### src/rtl/mem_stage_unit.sv
// MEM-stage load/store unit: req/ack data-RAM access, registered MEM/WB outputs, upstream stall.
// Optional RAM timeout abort with sticky mem_error, enabled by defining MEM_STAGE_TIMEOUT_EN.
module mem_stage_unit #(
  parameter int unsigned ADDR_WIDTH     = 32,
  parameter int unsigned TIMEOUT_CYCLES = 255
) (
  input  logic                  clk,
  input  logic                  reset_n,
  input  logic                  in_valid,
  input  logic [4:0]            in_rd_address,
  input  logic [31:0]           in_alu_rd_result,
  input  logic [31:0]           in_store_data,
  input  logic                  in_reg_write_data_src,
  input  logic                  in_reg_wren,
  input  logic                  in_ram_wren,
  output logic                  stall,
  output logic                  ram_req,
  output logic                  ram_we,
  output logic [ADDR_WIDTH-1:0] ram_addr,
  output logic [31:0]           ram_wdata,
  input  logic                  ram_ack,
  input  logic [31:0]           ram_rdata,
  output logic                  wb_valid,
  output logic [4:0]            wb_rd_address,
  output logic [31:0]           wb_data,
  output logic                  wb_reg_wren,
  output logic                  mem_error
);

  typedef enum logic [1:0] {S_IDLE, S_WAIT, S_DONE} state_t;

  state_t      state, state_nxt;
  logic        mem_op, start, finish, accept, timeout;
  logic        load_q, wren_q, kill_q;
  logic [4:0]  rd_q;
  logic [31:0] rdata_q;

  assign mem_op = in_reg_write_data_src | in_ram_wren;
  assign start  = (state == S_IDLE) && in_valid && mem_op;
  assign finish = (state == S_WAIT) && (ram_ack || timeout);
  // Gated by reset_n so upstream is released the moment reset asserts.
  assign stall  = reset_n && (start || (state == S_WAIT));
  assign accept = in_valid && !stall;

`ifdef MEM_STAGE_TIMEOUT_EN
  logic [31:0] to_cnt;

  // Ack arriving on the limit cycle takes priority over the abort.
  assign timeout = (state == S_WAIT) && !ram_ack && (to_cnt == TIMEOUT_CYCLES - 1);

  always_ff @(posedge clk or negedge reset_n) begin
    if (!reset_n) begin
      to_cnt    <= '0;
      mem_error <= 1'b0;
    end else begin
      if (start)
        to_cnt <= '0;
      else if ((state == S_WAIT) && !ram_ack)
        to_cnt <= to_cnt + 32'd1;
      if (timeout)
        mem_error <= 1'b1;
    end
  end
`else
  assign timeout   = 1'b0;
  assign mem_error = 1'b0;
`endif

  always_ff @(posedge clk or negedge reset_n) begin
    if (!reset_n) state <= S_IDLE;
    else          state <= state_nxt;
  end

  always_comb begin
    state_nxt = state;
    unique case (state)
      S_IDLE:  if (in_valid && mem_op) state_nxt = S_WAIT;
      S_WAIT:  if (ram_ack || timeout) state_nxt = S_DONE;
      S_DONE:  state_nxt = S_IDLE;
      default: state_nxt = S_IDLE;
    endcase
  end

  always_ff @(posedge clk or negedge reset_n) begin
    if (!reset_n) begin
      ram_req   <= 1'b0;
      ram_we    <= 1'b0;
      ram_addr  <= '0;
      ram_wdata <= '0;
      rd_q      <= '0;
      load_q    <= 1'b0;
      wren_q    <= 1'b0;
      kill_q    <= 1'b0;
      rdata_q   <= '0;
    end else if (start) begin
      ram_req   <= 1'b1;
      ram_we    <= in_ram_wren;
      ram_addr  <= in_alu_rd_result[ADDR_WIDTH-1:0];
      ram_wdata <= in_store_data;
      rd_q      <= in_rd_address;
      load_q    <= in_reg_write_data_src;
      wren_q    <= in_reg_wren;
      kill_q    <= 1'b0;
    end else if (finish) begin
      ram_req <= 1'b0;
      rdata_q <= (ram_ack && load_q) ? ram_rdata : '0;
      kill_q  <= !ram_ack;
    end
  end

  always_ff @(posedge clk or negedge reset_n) begin
    if (!reset_n) begin
      wb_valid      <= 1'b0;
      wb_rd_address <= '0;
      wb_data       <= '0;
      wb_reg_wren   <= 1'b0;
    end else if (accept) begin
      wb_valid <= 1'b1;
      if (state == S_DONE) begin
        wb_rd_address <= rd_q;
        wb_reg_wren   <= wren_q && !kill_q;
        wb_data       <= load_q ? rdata_q : in_alu_rd_result;
      end else begin
        wb_rd_address <= in_rd_address;
        wb_reg_wren   <= in_reg_wren;
        wb_data       <= in_alu_rd_result;
      end
    end else begin
      wb_valid    <= 1'b0;
      wb_reg_wren <= 1'b0;
    end
  end

endmodule

### config.mk
export PLATFORM = sky130hd
export DESIGN_NAME = mem_stage_unit
export DESIGN_NICKNAME = d
export VERILOG_FILES = /design/src/rtl/mem_stage_unit.sv
export SDC_FILE = /design/constraint.sdc
export NUM_CORES = 1
export LEC_CHECK = 0
export CAP_MARGIN = 20
export CORE_AREA = 2 2 127 129
export CTS_CLUSTER_DIAMETER = 120
export DETAILED_ROUTE_END_ITERATION = 12
export DIE_AREA = 0 0 129 131
export GPL_ROUTABILITY_DRIVEN = 0
export HOLD_SLACK_MARGIN = 0.02
export PLACE_DENSITY_LB_ADDON = 0.3
export RECOVER_POWER = 100
export SETUP_SLACK_MARGIN = 0.3
export SLEW_MARGIN = 20
export SYNTH_ARGS = -nofsm -noshare
export SYNTH_HDL_FRONTEND = slang
export SYNTH_SLANG_ARGS = --single-unit
### constraint.sdc
create_clock -name clk -period 1.4 [get_ports clk]
set_input_delay 0.21 -clock clk [delete_from_list [all_inputs] [get_ports clk]]
set_output_delay 0.21 -clock clk [all_outputs]
set_load 0.02 [all_outputs]
Word level (Yosys, flattened, before mapping)
Cells that the tools add are included.
{"block": "word_totals", "register_bits": 147, "inputBits": 108, "out_inout_bits": 107, "word_cells": 50}
{"block": "op_classes", "eq_ne": 4, "mux": 14, "bitwise_logic": 2, "n_reduce_logical": 16}
{"op": "two-way mux 32 bit", "count": 3}
{"op": "logical AND 1 bit", "count": 8}
{"op": "two-way mux 1 bit", "count": 7}
{"op": "two-way mux 5 bit", "count": 1}
{"op": "two-way mux 2 bit", "count": 2}
{"op": "one-hot mux 2 bit (2 select lines)", "count": 1}
{"op": "AND reduction 2 bit", "count": 2}
{"op": "logical NOT 1 bit", "count": 3}
{"op": "== test 2 x 1 -> 1 bit (second input constant)", "count": 1}
{"op": "== test 2 bit (second input constant)", "count": 1}
{"op": "logical NOT 2 bit", "count": 1}
{"op": "!= test 2 x 1 -> 1 bit (second input constant)", "count": 1}
{"op": "!= test 2 bit (second input constant)", "count": 1}
{"op": "nonzero test 2 bit", "count": 1}
{"op": "logical OR 1 bit", "count": 1}
{"op": "inverter 1 bit", "count": 1}
{"op": "OR 1 bit", "count": 1}

Longest topological paths before layout
{"block": "depth", "depth_word": 8, "mapped_depth": 5}

Least setup slack after synthesis
No wires, ideal clock.
{"block": "synth_path", "kind": "reg2reg", "startpoint": "register state[1]", "endpoint": "register ram_addr[22]", "arrival_ns": 1.387, "path_slack_ns": -0.112, "stages_incl_launch_ff": 5, "synth_period_minus_slack_ns": 1.512, "cell_sequence": "dfrtp_1 or3_4 buf_6 buf_6 mux2_4"}
{"block": "synth_via", "elab_chain_cells": 3}
{"item": "start, declared", "line_no": "32", "rtl": "state_t state, state_nxt;"}
{"item": "start signal, assigned", "line_no": "71", "rtl": "else state <= state_nxt;"}
{"item": "logical NOT 2 bit", "line_no": "39", "rtl": "assign start = (state == S_IDLE) && in_valid && mem_op;"}
{"item": "logical AND 1 bit (2 in series)", "line_no": "39"}
{"item": "end signal, assigned", "line_no": "98", "rtl": "ram_addr <= in_alu_rd_result[ADDR_WIDTH-1:0];"}
{"item": "end, declared", "line_no": "19", "rtl": "output logic [ADDR_WIDTH-1:0] ram_addr,"}
Every way passes these cells.
A chain may end at the register's enable or synchronous reset.

Worst setup path after layout
{"block": "layout_path", "startpoint": "register state[0]", "endpoint": "register ram_wdata[24]"}
{"block": "layout_via", "elab_chain_cells": 3}
{"item": "logical NOT 2 bit", "line_no": "39"}
{"item": "logical AND 1 bit (2 in series)", "line_no": "39"}
{"item": "end signal, assigned", "line_no": "99", "rtl": "ram_wdata <= in_store_data;"}
{"item": "end, declared", "line_no": "20", "rtl": "output logic [31:0] ram_wdata,"}
Every way passes these cells.

==> flow_summary.toml <==
[outcome]
status = "finished, violations left"
violations = "hold timing, setup timing"

[detailed_routing]
viasPerCell = 4.80
wl_um = 18700
antenna_left = 0
post-route-drc-count = 0
dr.pass1.iters = 4
vias = 4729
drtIter0Drc = 202
wl_per_cell_um = 19.0

[place]
placed_cell_area_sq_mm = 0.00882
dp_hpwl_um = 10400
place_ws_ns = -0.523
portBuffers = 213

[floorplan]
core_sq_mm = 0.0156
die_h_um = 131
rows = 46
die_w_um = 129
fp.dieArea_sq_mm = 0.0169
io_pins = 215
initial_core_util_pct = 39.8

[clock_network]
cts_tree = "yes"
clk_pin_slew_ns = 0.06
numCtsBuffers = 17
cts_max_path_buffers = 2
htree_num_levels = 4
cts_sinks = 147
root_buffer = "clkbuf_16"
clk_latency_ns = 0.42

[global_routing]
grt_max_degree = 148
antenna_found_initial = 0
grt_pass1_wl_um = 27500
grt.overflow.total = 0
track_usage_pct = 21.3
grt_pass1_vias = 5059

[final_layout]
nNetsFinal = 864
area_growth_pct = 64.3
drive_above_1_share_pct = 46.4
final_common_cell = "dfrtp_1"
final_cell_mix = "dfrtp_1 (145), clkdlybuf4s50_1 (106), clkbuf_1 (104), mux2_4 (98), buf_4 (80)"
diodes = 0
final_cell_area_sq_mm = 0.0102

[timing]
fin_crit_ns = 1.53
relSlewSlack_pct = 48.3
maxSlewViolCount = 0
whs_ns = -0.0414
worst_pin_slew_ns = 0.775
fin_skew_ns = 0.00591
max_freq_mhz = 653
setup_ws_ns = -0.131
period_share_pct = 109
setup_viol = 140
hold_viol_final = 96
rsz0062_at_grt = "true"

[critical_path]
cp.required_ns = 1.69
cp.arrival_ns = 1.83
critical_path.max_fanout = 27
crit_path_max_incr_delay_ns = 0.45
crit_type = "reg -> reg"
crit_path_top_delay_cell = "or3_4"
endpoint_kind = "flip-flop"
cp-start-kind = "flip-flop"
crit_chain = "or3_4, buf_12, mux2_4"

[yosys]
postSynthAreaPerCell_sq_um = 14.2
synth_fp_nets = 544
netlist_instances = 436
yosysSeqAreaShare_pct = 59.3
synth_top_area_share_pct = 59.3
ys_warn_count = 0
yosysTopAreaCell = "dfrtp_1"
ys_ff_latch = 147
synthTopCellsByArea = "dfrtp_1 (59%), mux2_2 (18%), mux2_4 (11%), nand2_1 (4.1%), o21ai_0 (2.6%)"
syn_area_sq_mm = 0.00621
synth.distinct_cells = 23

[power_and_ir_drop]
clkPwrFrac_pct = 26.4
p_int_w = 0.0126
sw_frac_of_total_pct = 33.0
power_density_mw_per_mm2 = 1850
p_seq_share_pct = 35.1
combPwrFrac_pct = 38.5
p_switching_w = 0.00622
p_leak_nw = 4.75
ir_drop_mv = 1.00

[hold_path]
hold_class = "in -> async"

[job]
drv_cap = 0
-- synthesized netlist by cell type --
cell type and n:
mux2_4 47, mux2_2 99, conb_1 1, nand3b_4 1
clkbuf_1 10, buf_2 9, a21oi_1 1, inv_1 2
o21ai_0 32, buf_4 1, or3b_2 1, buf_6 8
a21boi_0 1, dfrtp_1 147, nand3b_1 1, and3_1 1
o21a_1 1, nor3_1 1, o31ai_1 1, o21ai_1 1
or3_4 1, nand2_1 67, nand2b_1 2
-- routing by layer --
layer  GRT usage [%]  share of wire, %
met1            25.7                40
met2            37.3                53
met3            7.45               6.3
met4            4.35              0.65
met5               0                 0
-- worst paths after layout --
kind / start / endpoint / slack (ns) / cells past startpoint
hold / removal: reset_n / load_q$_DFFE_PN0P_ / -0.04 / 2
hold reg to reg: rdata_q[23]$_DFFE_PN0P_ / rdata_q[23]$_DFFE_PN0P_ / 0.48 / 2
setup / recovery: state[0]$_DFFE_PN0P_ / ram_wdata[24]$_DFFE_PN0P_ / -0.13 / 3
setup reg to reg: state[0]$_DFFE_PN0P_ / ram_wdata[24]$_DFFE_PN0P_ / -0.13 / 3
min in group clk: ram_rdata[7] / rdata_q[7]$_DFFE_PN0P_ / 0.35 / 3
max in group asynchronous: reset_n / ram_addr[3]$_DFFE_PN0P_ / 0.88 / 2
-- what timing repair did --
item | CTS | global route
cloned | 13 | 2
gates resized for setup | 712 | 41
pin swaps | 13 | 5
setup buffers | 55 | 28
setup endpoints to repair | 252 | 253
endpoints found under the hold margin | 147 | 0
-- critical path: cells and delay by family, from the launching register on --
| family | cells | cell delay [ns] |
|---|---|---|
| buffers and inverters | 1 | 0.19 |
| multiplexers | 1 | 0.32 |
| flip-flops | 1 | 0.43 |
| AND/OR/NAND/NOR | 1 | 0.45 |
-- power by group through the flow --
stage,sequential (W),combinational [W],clock (W)
5_1_grt,0.00678,0.00770,0.00522
3_3_place_gp,0.00650,0.00637,0
2_1_floorplan,0.00761,0.00247,0
6_report,0.00661,0.00724,0.00497
3_5_place_dp,0.00656,0.00649,0
4_1_cts,0.00672,0.00799,0.00504
-- area by class of cell --
cell class / count / area, sq um
Fill cell: 1205 / 5400
Sequential cell: 147 / 3680
Timing Repair Buffer: 329 / 2800
Multi-Input combinational cell: 259 / 2790
Clock buffer: 21 / 470
Tap cell: 216 / 270
Clock inverter: 11 / 175
Inverter: 2 / 7.51
-- metrics by stage --
stage                     instances  power, W  TNS, ns  utilization [%]
final                           985    0.0188   -12.40             65.4
after global routing            985    0.0197   -18.74             65.4
after CTS                       955    0.0197   -12.17             67.8
after detailed placement        855    0.0131   -53.44             56.6
after global placement          855    0.0129   -52.24             56.6
after floorplan                 436    0.0101    -6.47                -
-- state kept, by name, summed over array words and instances, names as in the netlist --
register and cells:
wb_rd_address 5, ram_req 1, rdata_q 32, kill_q 1, ram_wdata 32, wren_q 1
ram_we 1, state 2, wb_data 32, wb_reg_wren 1, rd_q 5, load_q 1
ram_addr 32, wb_valid 1
-- cell families after synthesis --
family / Yosys count / synth area share (%)
other cells: 1 / 0.0604
simple gates: 75 / 5.20
compound gates: 37 / 3.10
buf+inv: 30 / 3.02
flops: 147 / 59.3
mux: 146 / 29.3
Note: power is estimated with default switching activity, not from simulation.
